### src/rtl/f_pc.sv
// Fetch-stage program counter: selects the next PC from the sequential path or
// a D-stage redirect, honours stalls, and halts on the first illegal fetch address.
module f_pc #(
    parameter logic [31:0] RESET_PC = 32'h0000_3000,
    parameter int unsigned IM_WORDS = 4096
) (
    input  logic        clk,
    input  logic        reset_n,
    input  logic        stall,
    input  logic [1:0]  npc_op,
    input  logic        branch_taken,
    input  logic [31:0] pc_d,
    input  logic [15:0] imm16,
    input  logic [25:0] instr_index,
    input  logic [31:0] jr_target,
    output logic [31:0] pc_f,
    output logic        clear_f,
    output logic        fault,
    output logic [31:0] fault_pc,
    output logic [31:0] fetch_cnt
);

    localparam logic [31:0] IM_END = RESET_PC + 32'(IM_WORDS << 2);

    typedef enum logic {RUN, HALT} state_t;

    state_t      state_q;
    logic [31:0] pc_q;
    logic        clear_q;
    logic        fault_q;
    logic [31:0] fault_pc_q;
    logic [31:0] cnt_q;

    logic [31:0] npc_d;
    logic [31:0] branch_off;
    logic        npc_illegal;

    assign branch_off = {{14{imm16[15]}}, imm16, 2'b00};

    // Redirects come from the D-stage instruction, so targets are relative to pc_d.
    always_comb begin
        npc_d = pc_q + 32'd4;
        unique case (npc_op)
            2'b01:   if (branch_taken) npc_d = pc_d + 32'd4 + branch_off;
            2'b10:   npc_d = {pc_d[31:28], instr_index, 2'b00};
            2'b11:   npc_d = jr_target;
            default: npc_d = pc_q + 32'd4;
        endcase
    end

    assign npc_illegal = (npc_d[1:0] != 2'b00) || (npc_d < RESET_PC) || (npc_d >= IM_END);

    // clear_f is registered alongside the state so it rises with the illegal pc_f.
    always_ff @(posedge clk or negedge reset_n) begin
        if (!reset_n) begin
            state_q    <= RUN;
            pc_q       <= RESET_PC;
            clear_q    <= 1'b0;
            fault_q    <= 1'b0;
            fault_pc_q <= 32'd0;
            cnt_q      <= 32'd0;
        end else begin
            unique case (state_q)
                RUN: begin
                    if (!stall) begin
                        pc_q  <= npc_d;
                        cnt_q <= cnt_q + 32'd1;
                        if (npc_illegal) begin
                            state_q    <= HALT;
                            clear_q    <= 1'b1;
                            fault_q    <= 1'b1;
                            fault_pc_q <= npc_d;
                        end
                    end
                end
                HALT: begin
                    state_q <= HALT;
                end
                default: begin
                    state_q <= HALT;
                    clear_q <= 1'b1;
                end
            endcase
        end
    end

    assign pc_f      = pc_q;
    assign clear_f   = clear_q;
    assign fault     = fault_q;
    assign fault_pc  = fault_pc_q;
    assign fetch_cnt = cnt_q;

endmodule

### config.mk
export PLATFORM = sky130hd
export DESIGN_NAME = f_pc
export DESIGN_NICKNAME = d
export VERILOG_FILES = /design/src/rtl/f_pc.sv
export SDC_FILE = /design/constraint.sdc
export NUM_CORES = 1
export LEC_CHECK = 0
export BUFFER_PORTS_ARGS = -buffer_cell sky130_fd_sc_hd__buf_2
export CAP_MARGIN = 5
export CORE_MARGIN = 2
export CORE_UTILIZATION = 55
export CTS_BUF_LIST = sky130_fd_sc_hd__clkbuf_8
export DETAILED_ROUTE_END_ITERATION = 6
export PLACE_DENSITY = 0.86
export SLEW_MARGIN = 5
export SYNTH_ARGS = -nofsm -noshare
export SYNTH_HDL_FRONTEND = slang
export SYNTH_SLANG_ARGS = --single-unit
### constraint.sdc
create_clock -name clk -period 3.8 [get_ports clk]
set_input_delay 0.38 -clock clk [delete_from_list [all_inputs] [get_ports clk]]
set_output_delay 0.38 -clock clk [all_outputs]
set_load 0.01 [all_outputs]
* After elaboration in Yosys (flattened, before gate mapping)
Cells that the tools add are included.
** Operators by class
- $add $sub $neg :: 4
- Order comparisons :: 2
- Equality and inequality tests :: 3
- Mux-type cells :: 5
- Bitwise gates (word level) :: 2
- Reduce and logical (&&, ||, !) cells :: 5
** Operators by type and width (number)
- $pmux 32 s3 :: 1
- $add 32x3->32 const B :: 2
- $add 32x1->32 const B :: 1
- $add 32x32->32 :: 1
- $ge 32x15->1 const B :: 1
- $lt 32x14->1 const B :: 1
- $mux 32 :: 1
- $eq 2x2->1 const B :: 2
- $reduce_and 3->1 :: 1
- $eq 2x1->1 const B :: 1
- $logic_or 1x1->1 :: 2
- $mux 1 :: 2
- $not 1->1 :: 2
- $pmux 1 s2 :: 1
- $reduce_and 2->1 :: 1
- $reduce_bool 2->1 :: 1
** Storage, ports and cells
- Flip-flop bits (word level) :: 98
- Bits of input ports :: 112
- Logic and storage cells :: 26

* Depth between registers and ports, before layout
Gate-level depths: netlist of the first run.
- Depth after elaboration :: 10
- Depth in mapped cells :: 18
- Depth with buffers taken out :: 16

* Least setup slack after synthesis of the first run
Ideal clock, no wire load.
- Kind :: input port to flip-flop
- Start :: input port pc_d[3]
- End :: register fault_pc_q[13], in the netlist fault_pc[13]
- Library setup time :: 0.080 ns
- Data arrival time :: 3.534 ns
- Path slack :: 0.186 ns
- Stages :: 16
- Cells stage by stage :: ha_1 > ha_1 > inv_1 > fa_1 > and2b_1 > o2111ai_2 > a211oi_2 > nor2_1 > o211ai_1 > mux2i_1 > o2111ai_1 > nor4b_2 > a21oi_2 > buf_6 > buf_6 > o22ai_2
** Between the ends
- Longest elaborated chain between the ends :: 8
** RTL lines
- start: declaration :: RTL line 12 : input logic [31:0] pc_d,
- $add 32x3->32 (*) :: RTL line 44 : 2'b01: if (branch_taken) npc_d = pc_d + 32'd4 + branch_off;
- $add 32x32->32 (*) :: RTL line 44
- $mux 32 (*) :: RTL line 44
- $pmux 32 s3 (*) :: RTL line 43 : unique case (npc_op)
- $lt 32x14->1 :: RTL line 51 : assign npc_illegal = (npc_d[1:0] != 2'b00) || (npc_d < RESET_PC) || (npc_d >= IM_END);
- $logic_or 1x1->1 (2 in series) :: RTL line 51
- $reduce_and 3->1 (no line)
- end signal: assignment :: RTL line 72 : fault_pc_q <= npc_d;
- end: declaration :: RTL line 31 : logic [31:0] fault_pc_q;
Mark *: on every way between the ends. The rest lies on a longest branch, timed or not.
A chain may end at the register's enable or synchronous reset.

* Final worst setup path of the first run
- Start :: input port pc_d[3]
- End :: register fault_pc_q[6], in the netlist fault_pc[6]
The elaborated chain is that of the path after synthesis.

==> results by group, run 1 <==
Clock tree
  – H-tree depth: 3
  – Clock Sinks: 98
  – Post-CTS Hold Buffers: 0
  – TritonCTS Buffers: 9
  – Root Buffer: clkbuf_8
  – TritonCTS clock tree: yes
  – Clock buffer depth: 2
  – Skew-Pair Late Insertion Delay: 380 ps
  – Clock transition at path regs: 100 ps

Floorplan
  – Num rows: 43
  – Starting Density: 0.565
  – Die W: 124 um
  – Die Ht: 124 um
  – Full die area: 0.0153 mm^2
  – I/O pin cnt: 210
  – Core ar.: 0.0139 mm^2

Worst setup path
  – Crit path buffers/inverters: 4
  – Critical path endpoint category: flop
  – CP max stage delay: 370 ps
  – WS Path Type: input port to flop
  – CP cell instances: buf_2, ha_1, ha_1, inv_1, fa_1, and2b_2, o2111ai_4, a211oi_4, nor2_1, o211ai_1, mux2i_1, o2111ai_1, nor4b_2, a21oi_2, buf_12, buf_4, o22ai_1
  – Critical path's top delay family: compound AO/OA/AOI/OAI gates
  – Cell mode on critical path: ha_1
  – Crit-path max FO: 10
  – Slowest-stage cell, CP: fa_1
  – Req. time, crit path: 4090 ps
  – Critical Path Start Type: input port
  – WP data arrival: 3940 ps

Place
  – DP Cell Count: 1360
  – Area after DPL: 0.00955 mm^2
  – Post-DP HPWL: 19.6 mm
  – Port bufs: 209
  – GP Congestion: 1.07

Route
  – First DRT Iteration DRCs: 770
  – DRT Wirelength: 24.7 mm
  – Final ANT Viol Nets: 0
  – DR DRC count: 0
  – Routed WL per cell: 17.9 um
  – Via Count: 8320
  – Drt pass-1 iters: 5
  – Vias per inst: 6.03

Logic synthesis
  – Synth Net Count: 1109
  – Number of synthesized flops with an enable pin: 0
  – Yosys reg bits: 98
  – Synth Flop Type: dfrtp_1
  – Synth warnings: 0
  – Mapped Cells: 937
  – Yosys top cell area share: 0.305
  – Area contributors post-synth: dfrtp_1, ha_1, nand2_1, xnor2_1, mux2i_1
  – Seq/Total Area, Yosys: 0.312
  – Netlist cell types: 75
  – Synth area leader: dfrtp_1
  – Avg Inst Size Synth: 8.41 um^2
  – Async SR Flop Fraction: 1.00
  – Mapped Area: 0.00788 mm^2

Finish
  – Fin cells: 1379
  – Diodes inserted: 0
  – NumNets Final: 1366
  – Total area of sequential cells: 0.00245 mm^2
  – Design Area, Final: 0.00981 mm^2
  – Area of the multi-input gates: 0.00508 mm^2
  – Filler cells: 1101
  – Share of layout cells above drive strength 1: 0.289
  – P&R area growth vs syn: 24.5%

Pwr
  – Total power draw: 0.00315 W
  – Leak pwr: 4.86 nW
  – Power per cell area: 321 mW/mm^2
  – Worst IR Drop VDD: 0.227 mV

Timing
  – Fmax: 274 MHz
  – Least-Margin Pin Slew: 981 ps
  – Min Hold Slack: 104 ps
  – Setup violations, final: 0
  – Final hold violations: 0
  – Final worst path period share: 0.962
  – Skew final: 9.28 ps
  – Slew margin rel.: 0.346
  – Minimum clock period: 3650 ps
  – Slew Viols, Final: 0
  – Setup Total Neg Slack: 0 ps

GRT
  – Tot GR Track Use: 0.323
  – Total gr overflow: 0
  – Number of global-route vias before repair: 7692
  – Antenna violations before repair: 0
  – Largest net degree at the start of global routing: 73
  – First-pass GRT wire length: 38.3 mm

Run
  – Max-Cap Viols: 0

Worst hold path
  – Worst Hold Class: input port to asynchronous set/reset pin

Run status
  – Status: finished, final reports clean
-- power breakdown --
group | switching, W | internal (W)
combinational | 0.000674 | 0.000539
sequential | 0.000129 | 0.00116
clock | 0.000387 | 0.000262
total | 0.00119 | 0.00196
-- sequential cells by signal (all words and copies together) (netlist names) --
register,flops
fetch_cnt,32
state_q,1
fault_pc,32
fault,1
pc_f,32
-- metrics by stage --
stage                     setup slack, ps   util
after floorplan                       186      -
after CTS                            35.3  0.699
after global placement               -260  0.685
final                                 146  0.704
after global routing                -5.63  0.704
after detailed placement             -342  0.685
-- Yosys cell counts, types with 14 or more instances --
master	count
nand3_1	30
nor2_1	57
nand4_1	21
mux2i_1	26
and3_1	15
o21a_1	14
o21ai_0	51
nor3_1	23
a21oi_1	32
ha_1	59
inv_1	45
buf_2	14
o22ai_1	18
clkbuf_1	24
nand2_1	145
xnor2_1	45
xor2_1	23
mux2_2	19
dfrtp_1	96
-- cell families (layout without fill, tap and decap cells) --
| group | count (synthesis) | in the layout | share of synthesized area |
|---|---|---|---|
| muxes | 45 | 45 | 0.0602 |
| buffers and inverters | 90 | 352 | 0.0477 |
| DFF | 98 | 98 | 0.312 |
| adders and majority gates | 60 | 60 | 0.0963 |
| and+or+nand+nor | 358 | 358 | 0.221 |
| AOI/OAI and AO/OA | 218 | 218 | 0.188 |
| xor gates and xnor gates | 68 | 68 | 0.0756 |
-- cell usage in the layout (no fill, tap or decap), types with 26 or more instances in the layout --
cell type	netlist	layout
nand2_1	145	145
buf_4	1	81
xnor2_1	45	45
a21oi_1	32	32
nor2_1	57	56
o21ai_0	51	51
ha_1	59	59
buf_2	14	208
mux2i_1	26	26
nand3_1	30	30
dfrtp_1	96	96
inv_1	45	45
-- path summary, 6_finish.rpt --
path	startpoint	end	slack, ps	cells after the start
min in group clk	stall	state_q	220	2
min	reset_n	fetch_cnt[14]	100	1
max reg2reg	pc_f[2]	fault_pc[6]	270	14
max	pc_d[3]	fault_pc[6]	150	17
min reg2reg	fault	fault	490	1
max in group asynchronous	reset_n	pc_f[31]	2780	2
-- metal layers --
metal | routed length [um] | part of all wire | vias to the layer above | track usage
met5 | 0 | 0 | - | 0
met4 | 843 | 0.034 | 0 | 0.131
met3 | 2090 | 0.084 | 59 | 0.0586
met2 | 11800 | 0.48 | 443 | 0.541
met1 | 10000 | 0.40 | 3909 | 0.413
li1 | - | - | 3909 | -
-- area by class of cell --
| cell class | instances | share of cell area |
|---|---|---|
| multi-input combinational | 749 | 0.518 |
| sequential | 98 | 0.250 |
| timing repair buffer | 291 | 0.173 |
| tap | 180 | 0.0230 |
| inverter | 45 | 0.0172 |
| clock buffer | 10 | 0.0140 |
| clock inverter | 6 | 0.00472 |
-- repair_timing --
action | in CTS | in global routing
setup buffers | 0 | 2
gates resized for setup | 0 | 6
endpoints found under the setup margin | 0 | 33
-- worst reg2reg max path, stage by stage, from the launching register on --
cell and delay, ps:
dfrtp_1 450, ha_1 260, and3_1 230, nand4_1 220, buf_4 230, nor4_1 280, xnor2_1 160, nor2_1 70
a221oi_2 260, nand4b_1 200, nor4b_2 350, a21oi_2 160, buf_12 220, buf_4 160, o22ai_1 180
(Power assumes the default switching activity.)
==> inputs of run 2 (changes only) <==
Settings changed: CORE_ASPECT_RATIO set to 0.6.
==> results by group, run 2 (synthesized netlist as in run 1, its figures left out) <==
Clock tree
  – Root Buffer: clkbuf_8 (unchanged)
  – Skew-Pair Late Insertion Delay: 360 ps (was 380 ps)
  – TritonCTS Buffers: 9 (unchanged)
  – Clock Sinks: 98 (unchanged)
  – H-tree depth: 3 (unchanged)
  – Clock transition at path regs: 90 ps (was 100 ps)
  – Clock buffer depth: 2 (unchanged)
  – TritonCTS clock tree: yes (unchanged)

Timing
  – Minimum clock period: 3740 ps (was 3650 ps)
  – Setup violations, final: 0 (unchanged)
  – Final hold violations: 0 (unchanged)
  – Final worst path period share: 0.983 (was 0.962)
  – Skew final: 10.5 ps (was 9.28 ps)
  – Slew margin rel.: 0.374 (was 0.346)
  – Least-Margin Pin Slew: 939 ps (was 981 ps)
  – Slew Viols, Final: 0 (unchanged)
  – Fmax: 268 MHz (was 274 MHz)
  – Min Hold Slack: 71.1 ps (was 104 ps)

Worst setup path
  – Crit path from: pc_d[4] (was pc_d[3])
  – Cell mode on critical path: buf_4 (was ha_1)
  – CP max stage delay: 590 ps (was 370 ps)
  – Critical path endpoint category: flop (unchanged)
  – Req. time, crit path: 4010 ps (was 4090 ps)
  – CP cell instances: buf_2, ha_1, buf_4, ha_1, a21oi_1, nor2_1, o21ai_1, buf_4, a21oi_1, or4b_1, and3_1, nor4b_1, nand4b_1, nor3_1, buf_4, o22ai_1 (was buf_2, ha_1, ha_1, inv_1, fa_1, and2b_2, o2111ai_4, a211oi_4, nor2_1, o211ai_1, mux2i_1, o2111ai_1, nor4b_2, a21oi_2, buf_12, buf_4, o22ai_1)
  – WP data arrival: 3950 ps (was 3940 ps)
  – Slowest-stage cell, CP: or4b_1 (was fa_1)
  – WS Path Type: input port to flop (unchanged)
  – Critical path's top delay family: simple AND/OR/NAND/NOR gates (was compound AO/OA/AOI/OAI gates)
  – Crit-path max FO: 11 (was 10)
  – Reg-to-Reg Start: pc_f[12] (was pc_f[2])
  – Critical Path Start Type: input port (unchanged)
  – Crit path buffers/inverters: 4 (unchanged)

Place
  – DP Cell Count: 1383 (was 1360)
  – Post-DP HPWL: 20.2 mm (was 19.6 mm)
  – GP Congestion: 1.01 (was 1.07)
  – Port bufs: 209 (unchanged)
  – Area after DPL: 0.00965 mm^2 (was 0.00955 mm^2)

Finish
  – P&R area growth vs syn: 27.1% (was 24.5%)
  – Commonest non-fill, non-tap cell in the layout: buf_2 (unchanged)
  – Design Area, Final: 0.0100 mm^2 (was 0.00981 mm^2)
  – Diodes inserted: 0 (unchanged)
  – Fin util: 0.724 (was 0.704)
  – Filler cells: 1124 (was 1101)
  – Fin cells: 1404 (was 1379)
  – Share of layout cells above drive strength 1: 0.307 (was 0.289)
  – NumNets Final: 1379 (was 1366)
  – Commonest non-fill, non-tap cells in the layout: buf_2, nand2_1, dfrtp_1 (unchanged)

Pwr
  – Switching pwr: 0.00119 W (about the same)
  – Seq pwr share: 0.411 (was 0.408)
  – Switching share of power: 0.377 (was 0.378)
  – Total power draw: 0.00315 W (about the same)
  – Combinational group share of total power: 0.398 (was 0.385)
  – Power per cell area: 315 mW/mm^2 (was 321 mW/mm^2)
  – Clock share of power: 0.191 (was 0.206)
  – Worst IR Drop VDD: 0.298 mV (was 0.227 mV)
  – Internal power: 0.00196 W (about the same)
  – Leak pwr: 4.93 nW (was 4.86 nW)

Route
  – DRT Wirelength: 25.4 mm (was 24.7 mm)
  – First DRT Iteration DRCs: 828 (was 770)
  – Routed WL per cell: 18.1 um (was 17.9 um)
  – Drt pass-1 iters: 5 (unchanged)
  – DR DRC count: 0 (unchanged)
  – Via Count: 8376 (was 8320)
  – Final ANT Viol Nets: 0 (unchanged)
  – Vias per inst: 5.97 (was 6.03)

GRT
  – Total gr overflow: 0 (unchanged)
  – Antenna violations before repair: 0 (unchanged)
  – Largest net degree at the start of global routing: 59 (was 73)
  – Tot GR Track Use: 0.324 (was 0.323)
  – Number of global-route vias before repair: 7829 (was 7692)
  – First-pass GRT wire length: 39.7 mm (was 38.3 mm)

Worst hold path
  – Worst Hold Class: input port to asynchronous set/reset pin (unchanged)

Run status
  – Status: finished, final reports clean (unchanged)

Floorplan
  – Core ar.: 0.0138 mm^2 (was 0.0139 mm^2)
  – Die W: 158 um (was 124 um)
  – Full die area: 0.0153 mm^2 (about the same)
  – I/O pin cnt: 210 (unchanged)
  – Starting Density: 0.569 (was 0.565)
  – Die Ht: 96.7 um (was 124 um)
  – Num rows: 33 (was 43)

Run
  – Max-Cap Viols: 0 (unchanged)
-- run 2: changes by cell type in the layout (fill, tap and decap cells not counted), moves of 3 or more --
cell | previous run | this run
nor4_1 | 10 | 7
ha_1 | 59 | 56
inv_6 | 3 | 0
buf_4 | 81 | 93
nor4_2 | 0 | 3
-- run 2: final cells by class --
class                      instances  area [um^2]  area share
clock buffer                      10          138      0.0137
clock inverter                     6         33.8     0.00337
inverter                          45          169      0.0169
multi-input combinational        749         5170       0.516
sequential                        98         2450       0.245
tap                              192          240      0.0240
timing repair buffer             304         1810       0.181
-- run 2: repair_timing --
item	4_1_cts	5_1_grt
hold buffers	0	0
pin swaps	0	9
setup endpoints to repair	7	34
gates resized for setup	1	24
gates cloned	0	2
setup buffers	0	3
-- run 2: worst paths after layout --
path,endpoint,slack [ps],depth (start not counted)
max in group asynchronous,pc_f[12],2920,2
max,fault_pc[8],60,16
min in group clk,state_q,280,2
min reg2reg,fetch_cnt[31],480,1
min,fault_pc[29],70,1
max reg2reg,fault_pc[9],300,12
-- run 2: power groups by stage --
| stage | Clock [W] | Sequential [W] | Combinational [W] |
|---|---|---|---|
| after floorplan | 0 | 0.00133 | 0.000620 |
| after global routing | 0.000652 | 0.00131 | 0.00137 |
| after CTS | 0.000605 | 0.00129 | 0.00120 |
| after global placement | 0 | 0.00130 | 0.00117 |
| after detailed placement | 0 | 0.00131 | 0.00119 |
| final | 0.000603 | 0.00129 | 0.00126 |
-- run 2: through the flow --
| step | TNS (ps) | setup slack [ps] |
|---|---|---|
| after floorplan | 0 | 186 |
| after global placement | -7240 | -290 |
| after detailed placement | -10110 | -387 |
| after CTS | 0 | 44.8 |
| after global routing | -505 | -51.4 |
| final | 0 | 63.3 |
-- run 2: metal layers --
layer,global-route usage,routed length (um)
met5,0,0
met4,0.0617,364
met3,0.0892,3110
met2,0.484,10700
met1,0.475,11200
-- run 2: worst reg2reg max path, cell delays in order (launching register included) --
cell and delay [ps]:
dfstp_2 590, and4_1 270, nand4_1 230, buf_4 250, nor4_1 240, xnor2_1 130
a222oi_1 430, nand2_2 110, nand4b_1 150, nor4b_2 70, a21oi_2 350, clkbuf_16 230
mux2_2 330
